`config.mk`:
```
export PLATFORM = sky130hd
export DESIGN_NAME = rx_bit_sync
export DESIGN_NICKNAME = d
export VERILOG_FILES = /design/src/rtl/rx_bit_sync_pkg.sv /design/src/rtl/rx_bit_sync_frontend.sv /design/src/rtl/rx_bit_sync.sv
export SDC_FILE = /design/constraint.sdc
export NUM_CORES = 1
export LEC_CHECK = 0
export CAP_MARGIN = 20
export CORE_MARGIN = 2
export CORE_UTILIZATION = 58
export DETAILED_ROUTE_END_ITERATION = 7
export PLACE_DENSITY = 0.8
export SETUP_SLACK_MARGIN = 0.05
export SKIP_CTS_REPAIR_TIMING = 1
export SYNTH_ARGS = -nofsm -noshare
export SYNTH_HDL_FRONTEND = slang
export SYNTH_SLANG_ARGS = --single-unit
```
`constraint.sdc`:
```
create_clock -name clk -period 2.8 [get_ports clk]
set_input_delay 0.56 -clock clk [delete_from_list [all_inputs] [get_ports clk]]
set_output_delay 0.56 -clock clk [all_outputs]
set_load 0.02 [all_outputs]
```
`src/rtl/rx_bit_sync_pkg.sv`:
```
// Shared types and vote-window helpers for the rx_bit_sync bit-timing recovery block.
package rx_bit_sync_pkg;

  typedef enum logic [1:0] {
    IDLE,
    HUNT,
    TRACK
  } state_t;

  typedef enum logic [1:0] {
    NONE,
    HOLD,
    SKIP
  } corr_t;

  // The vote window is centred on OSR/2 and extends this many phases either side.
  localparam int unsigned VOTE_HALF_SPAN = 1;

  function automatic int unsigned vote_lo_ph(input int unsigned osr);
    return osr / 2 - VOTE_HALF_SPAN;
  endfunction

  function automatic int unsigned vote_mid_ph(input int unsigned osr);
    return osr / 2;
  endfunction

  function automatic int unsigned vote_hi_ph(input int unsigned osr);
    return osr / 2 + VOTE_HALF_SPAN;
  endfunction

  function automatic logic maj3(input logic a, input logic b, input logic c);
    return (a & b) | (a & c) | (b & c);
  endfunction

endpackage

```
`src/rtl/rx_bit_sync_frontend.sv`:
```
// Line-sample front end: 2-flop synchroniser, optional 3-sample majority filter
// (RX_BIT_SYNC_GLITCH_FILTER_EN) and accepted-sample transition detector.
module rx_bit_sync_frontend
  import rx_bit_sync_pkg::*;
(
  input  logic clk,
  input  logic rst,
  input  logic i_sample_valid,
  input  logic i_sample,
  output logic o_valid,
  output logic o_level,
  output logic o_trans
);

  logic sync1_q, sync2_q;
  logic acc_valid, acc_level;
  logic prev_q, prev_d;

  always_ff @(posedge clk) begin
    if (rst) begin
      sync1_q <= 1'b1;
      sync2_q <= 1'b1;
    end else begin
      sync1_q <= i_sample;
      sync2_q <= sync1_q;
    end
  end

`ifdef RX_BIT_SYNC_GLITCH_FILTER_EN
  logic [1:0] hist_q, hist_d;
  logic       filt_q, filt_d;
  logic       fvalid_q, fvalid_d;

  // The strobe is delayed with the filtered level so edge detection and voting see the same latency.
  always_comb begin
    hist_d   = hist_q;
    filt_d   = filt_q;
    fvalid_d = i_sample_valid;
    if (i_sample_valid) begin
      hist_d = {hist_q[0], sync2_q};
      filt_d = maj3(sync2_q, hist_q[0], hist_q[1]);
    end
  end

  always_ff @(posedge clk) begin
    if (rst) begin
      hist_q   <= '1;
      filt_q   <= 1'b1;
      fvalid_q <= 1'b0;
    end else begin
      hist_q   <= hist_d;
      filt_q   <= filt_d;
      fvalid_q <= fvalid_d;
    end
  end

  always_comb begin
    acc_valid = fvalid_q;
    acc_level = filt_q;
  end
`else
  always_comb begin
    acc_valid = i_sample_valid;
    acc_level = sync2_q;
  end
`endif

  always_comb begin
    prev_d  = acc_valid ? acc_level : prev_q;
    o_valid = acc_valid;
    o_level = acc_level;
    o_trans = acc_valid && (acc_level != prev_q);
  end

  always_ff @(posedge clk) begin
    if (rst) begin
      prev_q <= 1'b1;
    end else begin
      prev_q <= prev_d;
    end
  end

endmodule

```
`src/rtl/rx_bit_sync.sv`:
```
// Early/late gated bit-timing recovery: locks a phase counter to line edges and emits one
// majority-voted bit per bit period. Optional glitch filter: RX_BIT_SYNC_GLITCH_FILTER_EN.
module rx_bit_sync
  import rx_bit_sync_pkg::*;
#(
  parameter int unsigned OSR    = 16,
  parameter int unsigned WNUM_W = 16
) (
  input  logic              clk,
  input  logic              rst,
  input  logic              i_start,
  input  logic [WNUM_W-1:0] i_word_num,
  input  logic              i_sample_valid,
  input  logic              i_sample,
  output logic              o_bit_data,
  output logic              o_bit_valid,
  output logic              o_locked,
  output logic              o_done
);

  localparam int unsigned PH_W = $clog2(OSR);
  localparam int unsigned BC_W = WNUM_W + 5;

  localparam logic [PH_W-1:0] PH_LO   = PH_W'(vote_lo_ph(OSR));
  localparam logic [PH_W-1:0] PH_MID  = PH_W'(vote_mid_ph(OSR));
  localparam logic [PH_W-1:0] PH_HI   = PH_W'(vote_hi_ph(OSR));
  localparam logic [PH_W-1:0] PH_HALF = PH_W'(OSR / 2);
  localparam logic [PH_W-1:0] PH_LAST = PH_W'(OSR - 1);

  logic s_valid, s_level, s_trans;

  rx_bit_sync_frontend u_frontend (
    .clk            (clk),
    .rst            (rst),
    .i_sample_valid (i_sample_valid),
    .i_sample       (i_sample),
    .o_valid        (s_valid),
    .o_level        (s_level),
    .o_trans        (s_trans)
  );

  state_t          state_q, state_d;
  corr_t           corr_q, corr_d, corr_now;
  logic [PH_W-1:0] ph_q, ph_d;
  logic            hold_q, hold_d;
  logic            edge_seen_q, edge_seen_d;
  logic            v_lo_q, v_lo_d;
  logic            v_mid_q, v_mid_d;
  logic [BC_W-1:0] bit_cnt_q, bit_cnt_d;
  logic [BC_W-1:0] target_q, target_d;
  logic            done_pend_q, done_pend_d;
  logic            bit_data_q, bit_data_d;
  logic            bit_valid_q, bit_valid_d;
  logic            done_q, done_d;
  logic            start_ok;

  always_comb begin
    state_d     = state_q;
    corr_d      = corr_q;
    corr_now    = corr_q;
    ph_d        = ph_q;
    hold_d      = hold_q;
    edge_seen_d = edge_seen_q;
    v_lo_d      = v_lo_q;
    v_mid_d     = v_mid_q;
    bit_cnt_d   = bit_cnt_q;
    target_d    = target_q;
    done_pend_d = done_pend_q;
    bit_data_d  = bit_data_q;
    bit_valid_d = 1'b0;
    done_d      = 1'b0;
    start_ok    = i_start && (i_word_num != '0);

    case (state_q)
      IDLE: begin
      end
      HUNT: begin
        if (s_valid && s_trans && !s_level) begin
          state_d = TRACK;
          ph_d    = PH_W'(1);
        end
      end
      TRACK: begin
        // Final bit strobe is out; o_done and the drop of o_locked land together next cycle.
        if (done_pend_q) begin
          done_pend_d = 1'b0;
          done_d      = 1'b1;
          state_d     = IDLE;
        end else if (s_valid) begin
          if (s_trans && (ph_q != '0) && !edge_seen_q) begin
            edge_seen_d = 1'b1;
            corr_now    = (ph_q < PH_HALF) ? HOLD : SKIP;
          end
          corr_d = corr_now;
          if (ph_q == PH_LO)  v_lo_d  = s_level;
          if (ph_q == PH_MID) v_mid_d = s_level;
          if (ph_q == PH_HI) begin
            bit_data_d  = maj3(v_lo_q, v_mid_q, s_level);
            bit_valid_d = 1'b1;
            bit_cnt_d   = bit_cnt_q + BC_W'(1);
            if (bit_cnt_d == target_q) done_pend_d = 1'b1;
          end
          // Corrections only take effect at the wrap, so the vote window is never cut or repeated.
          if (ph_q == PH_LAST) begin
            edge_seen_d = 1'b0;
            corr_d      = NONE;
            case (corr_now)
              HOLD: begin
                ph_d   = '0;
                hold_d = 1'b1;
              end
              SKIP:    ph_d = PH_W'(1);
              default: ph_d = '0;
            endcase
          end else if ((ph_q == '0) && hold_q) begin
            hold_d = 1'b0;
            ph_d   = '0;
          end else begin
            ph_d = ph_q + PH_W'(1);
          end
        end
      end
      default: state_d = IDLE;
    endcase

    if (start_ok) begin
      target_d    = {i_word_num, 5'b0};
      bit_cnt_d   = '0;
      corr_d      = NONE;
      edge_seen_d = 1'b0;
      hold_d      = 1'b0;
      ph_d        = '0;
      done_pend_d = 1'b0;
      done_d      = 1'b0;
      state_d     = HUNT;
    end
  end

  always_ff @(posedge clk) begin
    if (rst) begin
      state_q     <= IDLE;
      corr_q      <= NONE;
      ph_q        <= '0;
      hold_q      <= 1'b0;
      edge_seen_q <= 1'b0;
      v_lo_q      <= 1'b0;
      v_mid_q     <= 1'b0;
      bit_cnt_q   <= '0;
      target_q    <= '0;
      done_pend_q <= 1'b0;
      bit_data_q  <= 1'b0;
      bit_valid_q <= 1'b0;
      done_q      <= 1'b0;
    end else begin
      state_q     <= state_d;
      corr_q      <= corr_d;
      ph_q        <= ph_d;
      hold_q      <= hold_d;
      edge_seen_q <= edge_seen_d;
      v_lo_q      <= v_lo_d;
      v_mid_q     <= v_mid_d;
      bit_cnt_q   <= bit_cnt_d;
      target_q    <= target_d;
      done_pend_q <= done_pend_d;
      bit_data_q  <= bit_data_d;
      bit_valid_q <= bit_valid_d;
      done_q      <= done_d;
    end
  end

  always_comb begin
    o_bit_data  = bit_data_q;
    o_bit_valid = bit_valid_q;
    o_done      = done_q;
    o_locked    = (state_q == TRACK);
  end

endmodule

```
# Word level (Yosys, flattened, before mapping)
# Index checks and enable logic that the tools add are counted.
dict set report totals {
  reg_bits 56
  inputBits 21
  output_inout_bits 4
  elab_cells 103
}
dict set report classes {
  addsub 2
  n_lt_le_gt_ge 1
  eq_ne 18
  muxes 28
  bitwise 9
  n_reduce_logical 28
}
# op count
set ops {}
lappend ops {{adder 21 x 1 -> 21 bit, second input constant} 1}
lappend ops {{equality test 21 bit} 1}
lappend ops {{two-way mux 4 bit} 5}
lappend ops {{AND reduction 4 bit} 5}
lappend ops {{two-way mux 2 bit} 8}
lappend ops {{nonzero test 16 bit} 1}
lappend ops {{two-way mux 1 bit} 13}
lappend ops {{equality test 4 bit, second input constant} 3}
lappend ops {{AND reduction 3 bit} 3}
lappend ops {{inequality test 2 bit, second input constant} 4}
lappend ops {{case mux 4 bit (2 select lines)} 1}
lappend ops {{logical AND 1 bit} 7}
lappend ops {{case mux 2 bit (3 select lines)} 1}
lappend ops {{nonzero test 2 bit} 3}
lappend ops {{AND reduction 5 bit} 1}
lappend ops {{adder 4 x 1 -> 4 bit, second input constant} 1}
lappend ops {{equality test 2 x 1 -> 1 bit, second input constant} 2}
lappend ops {{equality test 2 bit, second input constant} 2}
lappend ops {{equality test 4 x 3 -> 1 bit, second input constant} 1}
lappend ops {{logical NOT 4 bit} 1}
lappend ops {{< comparator 4 bit, second input constant} 1}
lappend ops {{inequality test 2 x 1 -> 1 bit, second input constant} 2}
lappend ops {{NOT 1 bit} 4}
lappend ops {{nonzero test 4 bit} 1}
lappend ops {{10 further kinds} 14}

# Logic depth before layout (Yosys ltp)
# Gate-level depths: netlist of run 1.
dict set report depth {
  ltp_word 14
  depth_mapped 9
}

# Cells and area by module
# Synthesis of run 1 repeated with hierarchy kept, for this count alone.
dict set report unflattened {
  cells_unflattened 355
  hier_area_um2 3040.4
}
# mod n_inst cells_per_inst area_per_inst_um2 seq_area_each_um2
set modules_own_cells {}
lappend modules_own_cells {rx_bit_sync 1 345 2930.3 1061.0}
lappend modules_own_cells {rx_bit_sync_frontend 1 10 110.1 60.1}

# Worst setup path before layout of run 1
# Ideal clock, no wire load.
dict set report synth_path {
  path_kind {input -> register}
  from {input port i_word_num[7]}
  to {register done_pend_q}
  setup_ps 69
  arrival_ps 2256
  t_required_ps 2731
  setup_slack_ps 475
  cell_stages 8
  path_cell_list {or4_1 > o41ai_2 > buf_4 > and2b_4 > o211ai_2 > nor3_2 > nand4_1 > o21ai_1}
}
dict set report synth_via {
  elab_chain_cells 3
}
# element line
set synth_lines {}
lappend synth_lines {{from (decl)} rx_bit_sync.sv:12} ;# input logic [WNUM_W-1:0] i_word_num,
lappend synth_lines {{nonzero test 16 bit} rx_bit_sync.sv:72} ;# start_ok = i_start && (i_word_num != '0);
lappend synth_lines {{logical AND 1 bit} rx_bit_sync.sv:72}
lappend synth_lines {{OR reduction 2 bit (no line)} -}
lappend synth_lines {{to (signal assigned)} rx_bit_sync.sv:164} ;# done_pend_q <= done_pend_d;
lappend synth_lines {{to (decl)} rx_bit_sync.sv:51} ;# logic done_pend_q, done_pend_d;
# Every way passes these cells.
# A chain may end at the register's enable or synchronous reset.

# Worst setup path after layout of run 1
dict set report layout_path {
  from {input port i_sample_valid}
  to {register bit_cnt_q[15]}
}
dict set report layout_via {
  elab_chain_cells 1
}
# element line
set layout_lines {}
lappend layout_lines {{from (decl)} rx_bit_sync.sv:13} ;# input logic i_sample_valid,
lappend layout_lines {{AND reduction 4 bit (no line)} -}
lappend layout_lines {{to (signal assigned)} rx_bit_sync.sv:162} ;# bit_cnt_q <= bit_cnt_d;
lappend layout_lines {{to (decl)} rx_bit_sync.sv:49} ;# logic [BC_W-1:0] bit_cnt_q, bit_cnt_d;
# Every way passes these cells.

==> out/summary.md, run 1 <==
Clock network
• buffer depth of the longest clock path: 2
• clock sinks: 56
• Clock Latency Late Sink: 320 ps
• TritonCTS clock tree: yes
• Clock Root Buffer: clkbuf_8
• clock buffer count from CTS: 5
• maximum level of the CTS H-tree: 2
• clock slew seen by the registers of the worst setup and hold paths: 100 ps

GRT
• number of antenna violations at the first check in global routing: 0
• wire length of the first global-routing pass: 11100 um
• GRT Overall Usage: 25.2%
• largest net degree at the start of global routing: 23
• sum of overflow across all layers after global routing: 0
• vias in the first global route: 2420

Setup path
• CP Data Required Time: 3020 ps
• arrival time at the worst endpoint: 2710 ps
• crit path buf inv count: 2
• delay of the slowest cell on the worst path: 540 ps
• cell with the biggest individual delay on the critical path: clkdlybuf4s50_1
• Worst path most repeated cell: nand2_1
• largest fanout on the critical path: 13
• CP startpoint kind: primary input
• worst-path cell chain: clkdlybuf4s50_1 -> and4bb_1 -> nand2_1 -> nor3b_1 -> buf_4 -> nand2_1 -> nor3_1 -> xnor2_1 -> nor2_1
• CP top delay family: simple AND/OR/NAND/NOR gates
• element type at the critical path end: flip-flop
• worst setup path class: primary input to flip-flop

Power
• Worst IR Drop VDD: 0.331 mV
• clock share of power: 36.7%
• Seq pwr share: 55.2%
• switch share: 23.4%
• Pint: 1.15 mW
• power per cell area: 440 nW/um2
• reported net switching power: 351 uW
• combinational group share of total power: 8.1%
• Power Total: 1.50 mW
• Leakage Power: 1.25 nW

Timing
• Rel. slew slack: 66.3%
• summed negative setup slack over all endpoints: 0 ps
• worst-margin pin slew: 502 ps
• worst setup skew after layout: 6.97 ps
• maximum clock frequency: 402 MHz
• Min Clock Period, post-route: 2490 ps
• final-report setup violation count: 0
• final worst path period share: 88.9%
• final max-slew violation count: 0
• post-route worst hold slack: 422 ps
• number of endpoints with negative hold slack in the final report: 0
• RSZ-0062 raised after global routing: false
• setup ws final: 310 ps

Floorplan
• core area: 4820 um2
• Die ar.: 5680 um2
• die height: 75.4 um
• Row Count: 25
• initial core utilization: 61.4%
• Die Span X: 75.4 um
• number of top-level pins: 25

Routing
• iteration count of the initial detailed-routing pass: 4
• Antenna Violating Nets Remaining: 0
• initial DRC count: 180
• average wire per standard cell: 14.4 um
• vias per cell: 5.79
• DRC violation count after routing: 0
• final WL: 6490 um
• vias after detailed routing: 2606

Logic synthesis
• complex-gate fraction of the synthesized area: 11.5%
• leading register cell type out of synthesis: dfxtp_1
• multiplexer area fraction after synthesis: 5.76%
• xor and xnor fraction of the mapped netlist area: 11.6%
• cell type contributing the most total cell area after synthesis: dfxtp_1
• post-synthesis sequential area ratio: 37.9%
• area share of and/or/nand/nor cells after synthesis: 27.1%
• dominant cell by count in the synthesized netlist: dfxtp_1
• number of enable flip-flop cells after synthesis: 0
• post-synthesis net count: 385
• count of distinct cell types in the synthesized netlist: 47
• post-synthesis instance area: 2960 um2
• share of synthesized flip-flops with an asynchronous set or reset: 0%
• Mapped Avg Cell Area: 8.24 um2
• Yosys warnings: 0
• Synth Instances: 359
• combinational family with the most area after synthesis: simple AND/OR/NAND/NOR gates
• share of the synthesized area in the top cell type: 37.9%
• Post-synth top cells: 56 x dfxtp_1, 52 x nor2_1, 30 x nand2_1
• flops & latches, synth: 56
• cell types with the largest area share after synthesis: dfxtp_1 38%, xor2_1 7.1%, nor2_1 6.6%, mux2i_1 5.8%, xnor2_1 4.4%
• Synth Area in Adders: 2.12%

Finish
• share of cells above drive strength 1: 7.57%
• area added between synthesis and finish: 15.4%
• final cell count without fillers: 450
• Total Nets Final: 408
• fill cell count: 414
• Antenna diodes: 0
• area taken by flip-flops and latches: 1120 um2
• area of combinational cells with multiple inputs: 1730 um2

Outcome
• result of the run: finished, final reports clean

Placement
• IO buf count: 24
• detailed placement HPWL: 4710 um
• DP Cell Count: 442
• worst slack after detailed placement: 11.3 ps
• global placement routability congestion: 0.930

Worst hold path
• Min-Delay Path Class: flip-flop to flip-flop

Job
• # Max-Cap Violations: 0

per-layer routing:
layer  global-route usage (%)  part of all wire [%]  vias to the layer above
li1                         -                     -                     1291
met3                     3.84                   6.0                        4
met4                     7.21                  0.65                        0
met5                        0                     0                        -
met2                     42.5                    49                       79
met1                     33.4                    45                     1232
worst register-to-register path, delay by kind of cell (launching register included):
family	cells	cell delay, ps
flops	1	450
simple gates	4	1490
fa+ha+maj	1	340
compound gates	1	140
logic make-up after synthesis:
group / Yosys count
AOI/OAI and AO/OA: 54
xor gates and xnor gates: 39
adders and majority gates: 5
buffers and inverters: 30
DFF: 56
muxes: 17
and+or+nand+nor: 158
path summary, 6_finish.rpt:
| kind | start | end | slack, ps | depth (start not counted) |
|---|---|---|---|---|
| min | u_frontend.sync1_q | u_frontend.o_level | 420 | 1 |
| max | i_sample_valid | bit_cnt_q[15] | 310 | 9 |
| min reg2reg | u_frontend.sync1_q | u_frontend.o_level | 420 | 1 |
| max reg2reg | bit_cnt_q[0] | bit_cnt_q[20] | 330 | 6 |
area by class of cell:
type                            count  share of cell area (%)
Tap cell                           67                    2.46
Clock buffer                        5                    2.02
Clock inverter                      3                    1.36
Sequential cell                    56                    32.8
Inverter                           10                    1.10
Timing Repair Buffer               36                    9.68
Multi-Input combinational cell    273                    50.5
cell usage in the layout, fill, tap and decap left out, types with 4 or more instances in the layout:
master,n
nand2_1,30
nor2b_1,4
a21oi_1,20
clkdlybuf4s50_1,24
or3_1,5
o21ai_0,13
buf_4,12
inv_1,10
xor2_1,24
nor2_1,52
or4_1,4
clkbuf_8,5
nand2b_1,7
nand3b_1,4
xnor2_1,15
nor4_1,7
nand3_1,13
dfxtp_1,56
nand4_1,11
mux2i_1,17
nor3_1,5
ha_1,5
metrics by stage:
stage	utilization, %	area (um2)
2_1_floorplan	-	2960
6_report	70.9	3410
4_1_cts	70.9	3410
3_3_place_gp	68.5	3300
3_5_place_dp	68.5	3300
5_1_grt	70.9	3410
sequential cells by signal (all words and copies together) (netlist names), 2 cells and up:
name,flops
bit_cnt_q,21
ph_q,4
target_q,16
state_q,2
corr_q,2
power by group through the flow:
stage          Sequential, mW  Clock, mW  Combinational [mW]
2_1_floorplan           0.841          0              0.0716
3_3_place_gp            0.846          0               0.119
3_5_place_dp            0.847          0               0.121
4_1_cts                 0.828      0.556               0.123
5_1_grt                 0.831      0.581               0.135
6_report                0.829      0.550               0.122
No activity file was read; power rests on OpenSTA's default activity.
==> inputs of run 2 (changes only) <==
--- a/config.mk
+++ b/config.mk
@@ -7,9 +7,10 @@
 export LEC_CHECK = 0
 export CAP_MARGIN = 20
 export CORE_MARGIN = 2
-export CORE_UTILIZATION = 58
+export CORE_UTILIZATION = 62
+export CTS_CLUSTER_SIZE = 8
 export DETAILED_ROUTE_END_ITERATION = 7
-export PLACE_DENSITY = 0.8
+export PLACE_DENSITY = 0.85
 export SETUP_SLACK_MARGIN = 0.05
 export SKIP_CTS_REPAIR_TIMING = 1
 export SYNTH_ARGS = -nofsm -noshare
==> constraint.sdc (replaced) <==
create_clock -name clk -period 3.2 [get_ports clk]
set_input_delay 0.64 -clock clk [delete_from_list [all_inputs] [get_ports clk]]
set_output_delay 0.64 -clock clk [all_outputs]
set_load 0.02 [all_outputs]
==> run 2 against run 1 <==
Combinational power fell by 14%. Largest cell class unchanged. Register-to-register slack improved by 250 ps. First-iteration DRC count fell by 20%. Die area fell by 6.1%. Cell area fell by 1.7%. Critical path type is now flip-flop to flip-flop. Cell count fell by 4.4%.
==> out/summary.md, run 2 (synthesized netlist as in run 1, its figures left out) <==
Finish
• top library cells by usage in the layout, fill and taps aside: 56 x dfxtp_1, 52 x nor2_1, 30 x nand2_1
• area added between synthesis and finish: 13.5%
• number of flip-flops in the largest register: 21
• leading cell type in the layout, fill and taps excluded: dfxtp_1
• fill cell count: 326
• leading registers by flop count: bit_cnt_q (21), target_q (16), ph_q (4)
• Reg with most FFs: bit_cnt_q
• Antenna diodes: 0
• Total Nets Final: 401
• share of cells above drive strength 1: 5.85%

Floorplan
• number of top-level pins: 25
• Die Span X: 73.1 um
• Row Count: 25
• Die ar.: 5340 um2
• core area: 4660 um2
• die height: 73.1 um
• initial core utilization: 63.4%

Timing
• final-report setup violation count: 0
• post-route worst hold slack: 423 ps
• setup ws final: 579 ps
• final max-slew violation count: 0
• RSZ-0062 raised after global routing: false
• final worst path period share: 81.9%
• worst setup skew after layout: 5.13 ps
• Min Clock Period, post-route: 2620 ps
• Rel. slew slack: 62.9%
• summed negative setup slack over all endpoints: 0 ps
• maximum clock frequency: 382 MHz
• worst-margin pin slew: 552 ps
• number of endpoints with negative hold slack in the final report: 0

Setup path
• cell with the biggest individual delay on the critical path: nor4_1
• largest fanout on the critical path: 7
• critical path startpoint: bit_cnt_q[0]
• Reg-to-Reg Start: bit_cnt_q[0]
• r2r endpoint: done_pend_q
• R2R depth: 8
• worst-path cell chain: ha_1 -> nand4_1 -> nor4_1 -> nand3_1 -> xnor2_1 -> and3_1 -> nand4_1 -> o21ai_1
• element type at the critical path end: flip-flop
• CP startpoint kind: flip-flop
• worst setup path class: flip-flop to flip-flop
• Worst path most repeated cell: nand4_1
• CP Data Required Time: 3450 ps
• worst setup path endpoint: done_pend_q
• arrival time at the worst endpoint: 2870 ps
• flop-to-flop setup slack: 580 ps
• delay of the slowest cell on the worst path: 580 ps

Routing
• DRC violation count after routing: 0
• average wire per standard cell: 14.7 um
• initial DRC count: 144
• iteration count of the initial detailed-routing pass: 4
• final WL: 6320 um
• vias per cell: 5.89
• vias after detailed routing: 2533
• Antenna Violating Nets Remaining: 0

Power
• power per cell area: 398 nW/um2
• clock share of power: 38.0%
• Seq pwr share: 54.2%
• reported net switching power: 293 uW
• combinational group share of total power: 7.9%
• Leakage Power: 1.23 nW
• Pint: 1.04 mW
• switch share: 21.9%
• Worst IR Drop VDD: 0.360 mV
• Power Total: 1.34 mW

GRT
• sum of overflow across all layers after global routing: 0
• wire length of the first global-routing pass: 10500 um
• largest net degree at the start of global routing: 30
• vias in the first global route: 2298
• GRT Overall Usage: 25.1%
• number of antenna violations at the first check in global routing: 0

Placement
• IO buf count: 24
• worst slack after detailed placement: 257 ps
• detailed placement HPWL: 4690 um
• global placement routability congestion: 0.882

Clock network
• maximum level of the CTS H-tree: 2
• buffer depth of the longest clock path: 2
• clock sinks: 56
• Clock Root Buffer: clkbuf_8
• TritonCTS clock tree: yes
• clock buffer count from CTS: 5
• clock slew seen by the registers of the worst setup and hold paths: 100 ps
• Clock Latency Late Sink: 310 ps

Worst hold path
• Min-Delay Path Class: flip-flop to flip-flop
• WHS Path Cells: 1

Outcome
• result of the run: finished, final reports clean

Job
• # Max-Cap Violations: 0

-- run 2: cell count changes in the layout (fill, tap and decap cells not counted), sizes merged --
| cell | delta |
|---|---|
| buf | -7 |
| clkbuf | +2 |
| clkinvlp | -1 |
| inv | -1 |
-- run 2: power by group through the flow --
stage          Sequential, mW  Clock, mW  Combinational (mW)
5_1_grt                 0.726      0.532               0.115
2_1_floorplan           0.736          0              0.0626
4_1_cts                 0.724      0.509               0.105
6_report                0.724      0.507               0.105
3_5_place_dp            0.741          0               0.104
3_3_place_gp            0.740          0               0.101
-- run 2: through the flow --
step,utilization [%],area (um2),cells
after global placement,69.3,3230,422
after floorplan,-,2960,359
after detailed placement,69.3,3230,422
after CTS,72.0,3360,430
final,72.0,3360,430
after global routing,72.0,3360,430
-- run 2: worst min path at each step --
stage	start	end
floorplan	u_frontend.sync1_q	u_frontend.o_level
global placement	u_frontend.sync1_q	u_frontend.o_level
detailed placement	u_frontend.sync1_q	u_frontend.o_level
CTS	u_frontend.sync1_q	u_frontend.o_level
global route	u_frontend.sync1_q	u_frontend.o_level
finish	u_frontend.sync1_q	u_frontend.o_level
-- run 2: final cells by class --
class / count / area, um2 / share of cell area [%]
Sequential cell: 56 / 1120 / 33.4
Clock inverter: 1 / 30.0 / 0.895
Timing Repair Buffer: 29 / 278 / 8.28
Inverter: 10 / 37.5 / 1.12
Tap cell: 54 / 67.6 / 2.01
Multi-Input combinational cell: 273 / 1730 / 51.4
Clock buffer: 7 / 96.3 / 2.87
-- run 2: metal layers --
metal,part of all wire (%),GRT usage (%),vias to the layer above
met4,1.2,6.38,0
li1,-,-,1276
met1,44,32.2,1190
met3,4.1,4.56,8
met5,0,0,-
met2,51,43.4,59
-- run 2: critical path: cells and delay by family, from the launching register on --
kind | cells | cell delay, ps
flops | 1 | 450
compound gates | 1 | 140
fa+ha+maj | 1 | 340
xor+xnor | 1 | 250
simple gates | 5 | 1390
